**src/rtl/instr_fetch_ctrl.sv**
```systemverilog
// instr_fetch_ctrl -- PC sequencer and instruction-fetch controller.
//
// Keeps one instruction-memory request in flight at a time and hands each
// fetched word to decode over a valid/ready handshake. A redirect from
// execute replaces the PC. If a request is already in flight, its response
// is still awaited and then thrown away (DROP) before the new target is
// fetched.
//
// Optional feature: define FETCH_MISALIGN_CHK_EN to add fetch_misalign_o.
// With it, a redirect to a target whose low two bits are non-zero sets a
// sticky flag. The fetcher then halts, draining any in-flight response first.
//
// Ports:
//   clk, reset_n                        clock, async active-low reset
//   branch_taken_i / branch_target_i    redirect request and target PC
//   instr_mem_req_o / instr_mem_addr_o  fetch request and address
//   instr_mem_gnt_i                     request accepted this cycle
//   instr_mem_rvalid_i / _rdata_i       response for the outstanding request
//   instr_valid_o / instr_o / pc_o      fetched instruction and its PC
//   instr_ready_i                       decode accepts instr_o
//   fetch_misalign_o                    (optional) sticky misaligned-redirect flag
module instr_fetch_ctrl #(
    parameter int                ADDR_W   = 19,
    parameter int                INSTR_W  = 32,
    parameter logic [ADDR_W-1:0] RESET_PC = '0,
    parameter int                PC_INC   = 4
) (
    input  logic               clk,
    input  logic               reset_n,
    input  logic               branch_taken_i,
    input  logic [ADDR_W-1:0]  branch_target_i,
    output logic               instr_mem_req_o,
    output logic [ADDR_W-1:0]  instr_mem_addr_o,
    input  logic               instr_mem_gnt_i,
    input  logic               instr_mem_rvalid_i,
    input  logic [INSTR_W-1:0] instr_mem_rdata_i,
    output logic               instr_valid_o,
    output logic [INSTR_W-1:0] instr_o,
    output logic [ADDR_W-1:0]  pc_o,
    input  logic               instr_ready_i
`ifdef FETCH_MISALIGN_CHK_EN
    ,
    output logic               fetch_misalign_o
`endif
);

    typedef enum logic [2:0] {
        S_IDLE, S_REQ, S_WAIT, S_HOLD, S_DROP, S_HALT
    } state_e;

    localparam logic [ADDR_W-1:0] INC = ADDR_W'(PC_INC);

    state_e              state_q, state_d, go_req;
    logic [ADDR_W-1:0]   pc_q, pc_d;
    logic                req_q;
    logic [ADDR_W-1:0]   addr_q;
    logic                valid_q, valid_d;
    logic [INSTR_W-1:0]  instr_q, instr_d;
    logic [ADDR_W-1:0]   pco_q, pco_d;
    logic                redir, bad, halt_pend;
`ifdef FETCH_MISALIGN_CHK_EN
    logic                mis_q, mis_d;
`endif

    always_comb begin
        state_d   = state_q;
        pc_d      = pc_q;
        valid_d   = valid_q;
        instr_d   = instr_q;
        pco_d     = pco_q;
        redir     = branch_taken_i && (state_q inside {S_REQ, S_WAIT, S_HOLD, S_DROP});
        bad       = 1'b0;
        halt_pend = 1'b0;
`ifdef FETCH_MISALIGN_CHK_EN
        bad       = redir && (branch_target_i[1:0] != 2'b00);
        halt_pend = mis_q || bad;
        mis_d     = halt_pend;
`endif
        // Where a redirect or a drained response leads: normally back to REQ,
        // but to HALT once a misaligned target has been seen.
        go_req = halt_pend ? S_HALT : S_REQ;

        if (redir) begin
            pc_d    = branch_target_i;
            valid_d = 1'b0;
        end

        case (state_q)
            S_IDLE: state_d = S_REQ;
            S_REQ: begin
                if (redir)                state_d = instr_mem_gnt_i ? S_DROP : go_req;
                else if (instr_mem_gnt_i) state_d = S_WAIT;
            end
            S_WAIT: begin
                // A redirect that coincides with the response has nothing
                // left in flight, so there is no need to pass through DROP.
                if (redir) begin
                    state_d = instr_mem_rvalid_i ? go_req : S_DROP;
                end else if (instr_mem_rvalid_i) begin
                    instr_d = instr_mem_rdata_i;
                    pco_d   = pc_q;
                    valid_d = 1'b1;
                    state_d = S_HOLD;
                end
            end
            S_HOLD: begin
                // Redirect wins over a same-cycle handshake: no PC increment.
                if (redir) begin
                    state_d = go_req;
                end else if (instr_ready_i) begin
                    pc_d    = pc_q + INC;
                    valid_d = 1'b0;
                    state_d = S_REQ;
                end
            end
            S_DROP: if (instr_mem_rvalid_i) state_d = go_req;
            default: ;
        endcase
    end

    always_ff @(posedge clk or negedge reset_n) begin
        if (!reset_n) begin
            state_q <= S_IDLE;
            pc_q    <= RESET_PC;
            req_q   <= 1'b0;
            addr_q  <= RESET_PC;
            valid_q <= 1'b0;
            instr_q <= '0;
            pco_q   <= RESET_PC;
`ifdef FETCH_MISALIGN_CHK_EN
            mis_q   <= 1'b0;
`endif
        end else begin
            state_q <= state_d;
            pc_q    <= pc_d;
            // Request and address are registered from the next state, so the
            // address only moves when (re)entering or redirecting within REQ.
            req_q   <= (state_d == S_REQ);
            if (state_d == S_REQ) addr_q <= pc_d;
            valid_q <= valid_d;
            instr_q <= instr_d;
            pco_q   <= pco_d;
`ifdef FETCH_MISALIGN_CHK_EN
            mis_q   <= mis_d;
`endif
        end
    end

    assign instr_mem_req_o  = req_q;
    assign instr_mem_addr_o = addr_q;
    assign instr_valid_o    = valid_q;
    assign instr_o          = instr_q;
    assign pc_o             = pco_q;
`ifdef FETCH_MISALIGN_CHK_EN
    assign fetch_misalign_o = mis_q;
`endif

endmodule
```
**config.mk**
```make
export PLATFORM = sky130hd
export DESIGN_NAME = instr_fetch_ctrl
export DESIGN_NICKNAME = d
export VERILOG_FILES = /design/src/rtl/instr_fetch_ctrl.sv
export SDC_FILE = /design/constraint.sdc
export NUM_CORES = 1
export LEC_CHECK = 0
export BUFFER_PORTS_ARGS = -buffer_cell sky130_fd_sc_hd__buf_2
export CAP_MARGIN = 20
export CELL_PAD_IN_SITES_DETAIL_PLACEMENT = 1
export CELL_PAD_IN_SITES_GLOBAL_PLACEMENT = 2
export CORE_ASPECT_RATIO = 0.6
export CORE_MARGIN = 10
export CORE_UTILIZATION = 35
export DETAILED_ROUTE_END_ITERATION = 10
export GPL_ROUTABILITY_DRIVEN = 0
export GPL_TIMING_DRIVEN = 1
export PLACE_DENSITY_LB_ADDON = 0.1
export SYNTH_ARGS = -nofsm -noshare
export SYNTH_HDL_FRONTEND = slang
export SYNTH_SLANG_ARGS = --single-unit
export TNS_END_PERCENT = 50
```
**constraint.sdc**
```tcl
create_clock -name clk -period 3.3 [get_ports clk]
set_clock_uncertainty 0.15 [all_clocks]
set_input_delay 0.33 -clock clk [delete_from_list [all_inputs] [get_ports clk]]
set_output_delay 0.33 -clock clk [all_outputs]
set_load 0.03 [all_outputs]
```
==> metrics.yaml <==
outcome: "completed"
cts_tree: "yes"
finalWirelength_um: 11100
hold_class: "in -> reg"
finalMaxSlewViolations: 0
cts-htree-levels: 3
pre_cts_ws_ps: 845
die_h_um: 103
cts_sinks: 94
synthTopCellsByArea: "dfrtp_1 59%, mux2_2 18%, nand2_1 2.5%"
ios: 129
multiInputGateArea_um2: 1520
vias: 2933
yosys.area.top_type: "dfrtp_1"
yosys-mux-area-fraction: 0.190
clk_pin_slew_ps: 70
syn_nets: 374
start_util: 0.356
cts_buffers: 9
postRouteAntennaNets: 0
power_mw: 4.19
ys_warn_count: 0
tns_ps: 0
fp.dieArea_um2: 16200
dr.pass1.iters: 4
grt_pass1_wl_um: 17600
tightest_slew_ps: 642
max_freq_mhz: 411
cpPeakStageDelay_ps: 770
synth-compound-area-share: 0.0583
grt_pass1_vias: 3103
synth_top_area_frac: 0.589
grt_overflow: 0
worst-path-buf-inv: 1
synth-simple-area-share: 0.103
period_share: 0.738
layout_min_cycle_time_ps: 2430
hold_viol_final: 0
cts_resized: 0
synth_top_family_by_area: "multiplexers"
finalInstanceArea_um2: 5100
ir_worst_vdd_uv: 389
placed_cell_area_um2: 4760
drtIter0Drc: 120
hpwl_um: 8540
diodes: 0
cp.required_ps: 3370
synth_most_common_cell: "dfrtp_1"
root_buffer: "clkbuf_16"
cap_violations: 0
io_buffers: 128
clk_latency_ps: 340
fill_cells: 1250
postSynth.asyncResetShare: 1.00
antenna_found_initial: 0
setup_slack_ps: 865
crit_fanout: 28
grt_max_degree: 53
postSynthAreaPerCell_um2: 12.6
syn_inst: 316
critPathLaunchType: "flip-flop"
end_kind: "flip-flop"
clockBufferDepth: 2
cp_cell_sequence: "nand2b_1 -> or3_2 -> buf_4 -> mux2_1"
synth_cell_types: 44
die_x_um: 158
arrival_ps: 2510
regArea_um2: 2350
route.detailed.drc: 0
power_leakage_nw: 2.58
path_class: "reg -> reg"
num_rows: 30
rsz0062_at_grt: "no"
slew_headroom: 0.572
synthAdderAreaFrac: 0.00564
synth-xor-area-share: 0.0241
power_density_nw_per_um2: 822
fin_nets: 501
slowest_stage: "or3_2"
critPathTopFamily: "simple AND/OR/NAND/NOR gates"
grt_usage: 0.139
synth-seq-cells: 94
vias_per_cell: 4.95
coreArea_um2: 11200
synthTopCellsByCount: "94 x dfrtp_1, 63 x mux2_2, 27 x nand2_1"
drive_gt1_frac: 0.484
synth_edf_count: 0
syn_area_um2: 3990
yosysSeqAreaShare: 0.589
final-setup-viol-count: 0
synthFlopType: "dfrtp_1"
wl_per_cell_um: 18.8
areaGrowthSynthToFinish_pct: 27.7
==> stage by stage <==
| step | instances | hold slack (ps) | utilization |
|---|---|---|---|
| 2_1_floorplan | 316 | -116 | - |
| 3_3_place_gp | 575 | 211 | 0.424 |
| 3_5_place_dp | 575 | 220 | 0.424 |
| 4_1_cts | 592 | 48.3 | 0.454 |
| 5_1_grt | 592 | 45.2 | 0.454 |
| 6_report | 592 | 58.8 | 0.454 |
==> cell families after synthesis <==
| kind of cell | Yosys count |
|---|---|
| adders and majority gates | 2 |
| muxes | 67 |
| AOI/OAI and AO/OA | 39 |
| DFF | 94 |
| xor gates and xnor gates | 11 |
| and+or+nand+nor | 81 |
| buffers and inverters | 22 |
==> registers in the layout, indices dropped and copies added (netlist names) <==
| register | flops |
|---|---|
| instr_o | 32 |
| instr_mem_addr_o | 19 |
| pc_o | 19 |
| pc_q | 19 |
| state_q | 3 |
| instr_mem_req_o | 1 |
| instr_valid_o | 1 |
==> layout make-up <==
class | count | area share
Multi-Input combinational cell | 200 | 0.299
Timing Repair Buffer | 133 | 0.136
Tap cell | 144 | 0.0353
Clock inverter | 7 | 0.0201
Inverter | 5 | 0.00368
Sequential cell | 94 | 0.461
Clock buffer | 9 | 0.0442
==> cells in the final DEF (no fill, tap or decap), drive strengths merged, types with 2 or more instances in the layout <==
| cell | count |
|---|---|
| buf | 132 |
| dfrtp | 94 |
| mux2 | 67 |
| nand2 | 27 |
| nor2 | 15 |
| a21oi | 13 |
| o21ai | 13 |
| clkbuf | 9 |
| nand4 | 8 |
| xor2 | 8 |
| inv | 8 |
| nand3 | 7 |
| and3 | 4 |
| or3 | 4 |
| nor3 | 3 |
| nor4 | 3 |
| a31oi | 3 |
| xnor2 | 3 |
| nand2b | 2 |
| nand4b | 2 |
| o311ai | 2 |
| o31ai | 2 |
| bufinv | 2 |
| clkinv | 2 |
==> final timing paths <==
check / from / end / slack, ps / cells after the start
max: state_q[0] / instr_o[5] / 870 / 4
min: instr_mem_rdata_i[20] / instr_o[20] / 60 / 2
max reg2reg: state_q[0] / instr_o[5] / 870 / 4
min reg2reg: pc_o[18] / pc_o[18] / 340 / 2
max in group asynchronous: reset_n / instr_mem_addr_o[18] / 1900 / 3
min in group asynchronous: reset_n / instr_o[18] / 390 / 2
==> repair_timing <==
| action | 4_1_cts | 5_1_grt |
|---|---|---|
| hold buffers | 1 | 0 |
| setup buffers | 0 | 0 |
| hold endpoints to repair | 42 | 0 |
==> metal layers <==
| metal | share of wire | GRT usage |
|---|---|---|
| met1 | 0.50 | 0.196 |
| met2 | 0.41 | 0.195 |
| met3 | 0.082 | 0.0508 |
| met4 | 0.0076 | 0.0365 |
| met5 | 0 | 0 |
==> power breakdown <==
| group | leakage [nW] | switching, mW | internal (mW) |
|---|---|---|---|
| sequential | 1.19 | 0.285 | 1.46 |
| combinational | 1.22 | 0.832 | 0.469 |
| clock | 0.162 | 0.467 | 0.675 |
==> worst reg2reg max path, stage by stage (launching register included) <==
cell	delay, ps
dfrtp_1	500
nand2b_1	230
or3_2	770
buf_4	340
mux2_1	330
Power figures use the tool's default switching activity.
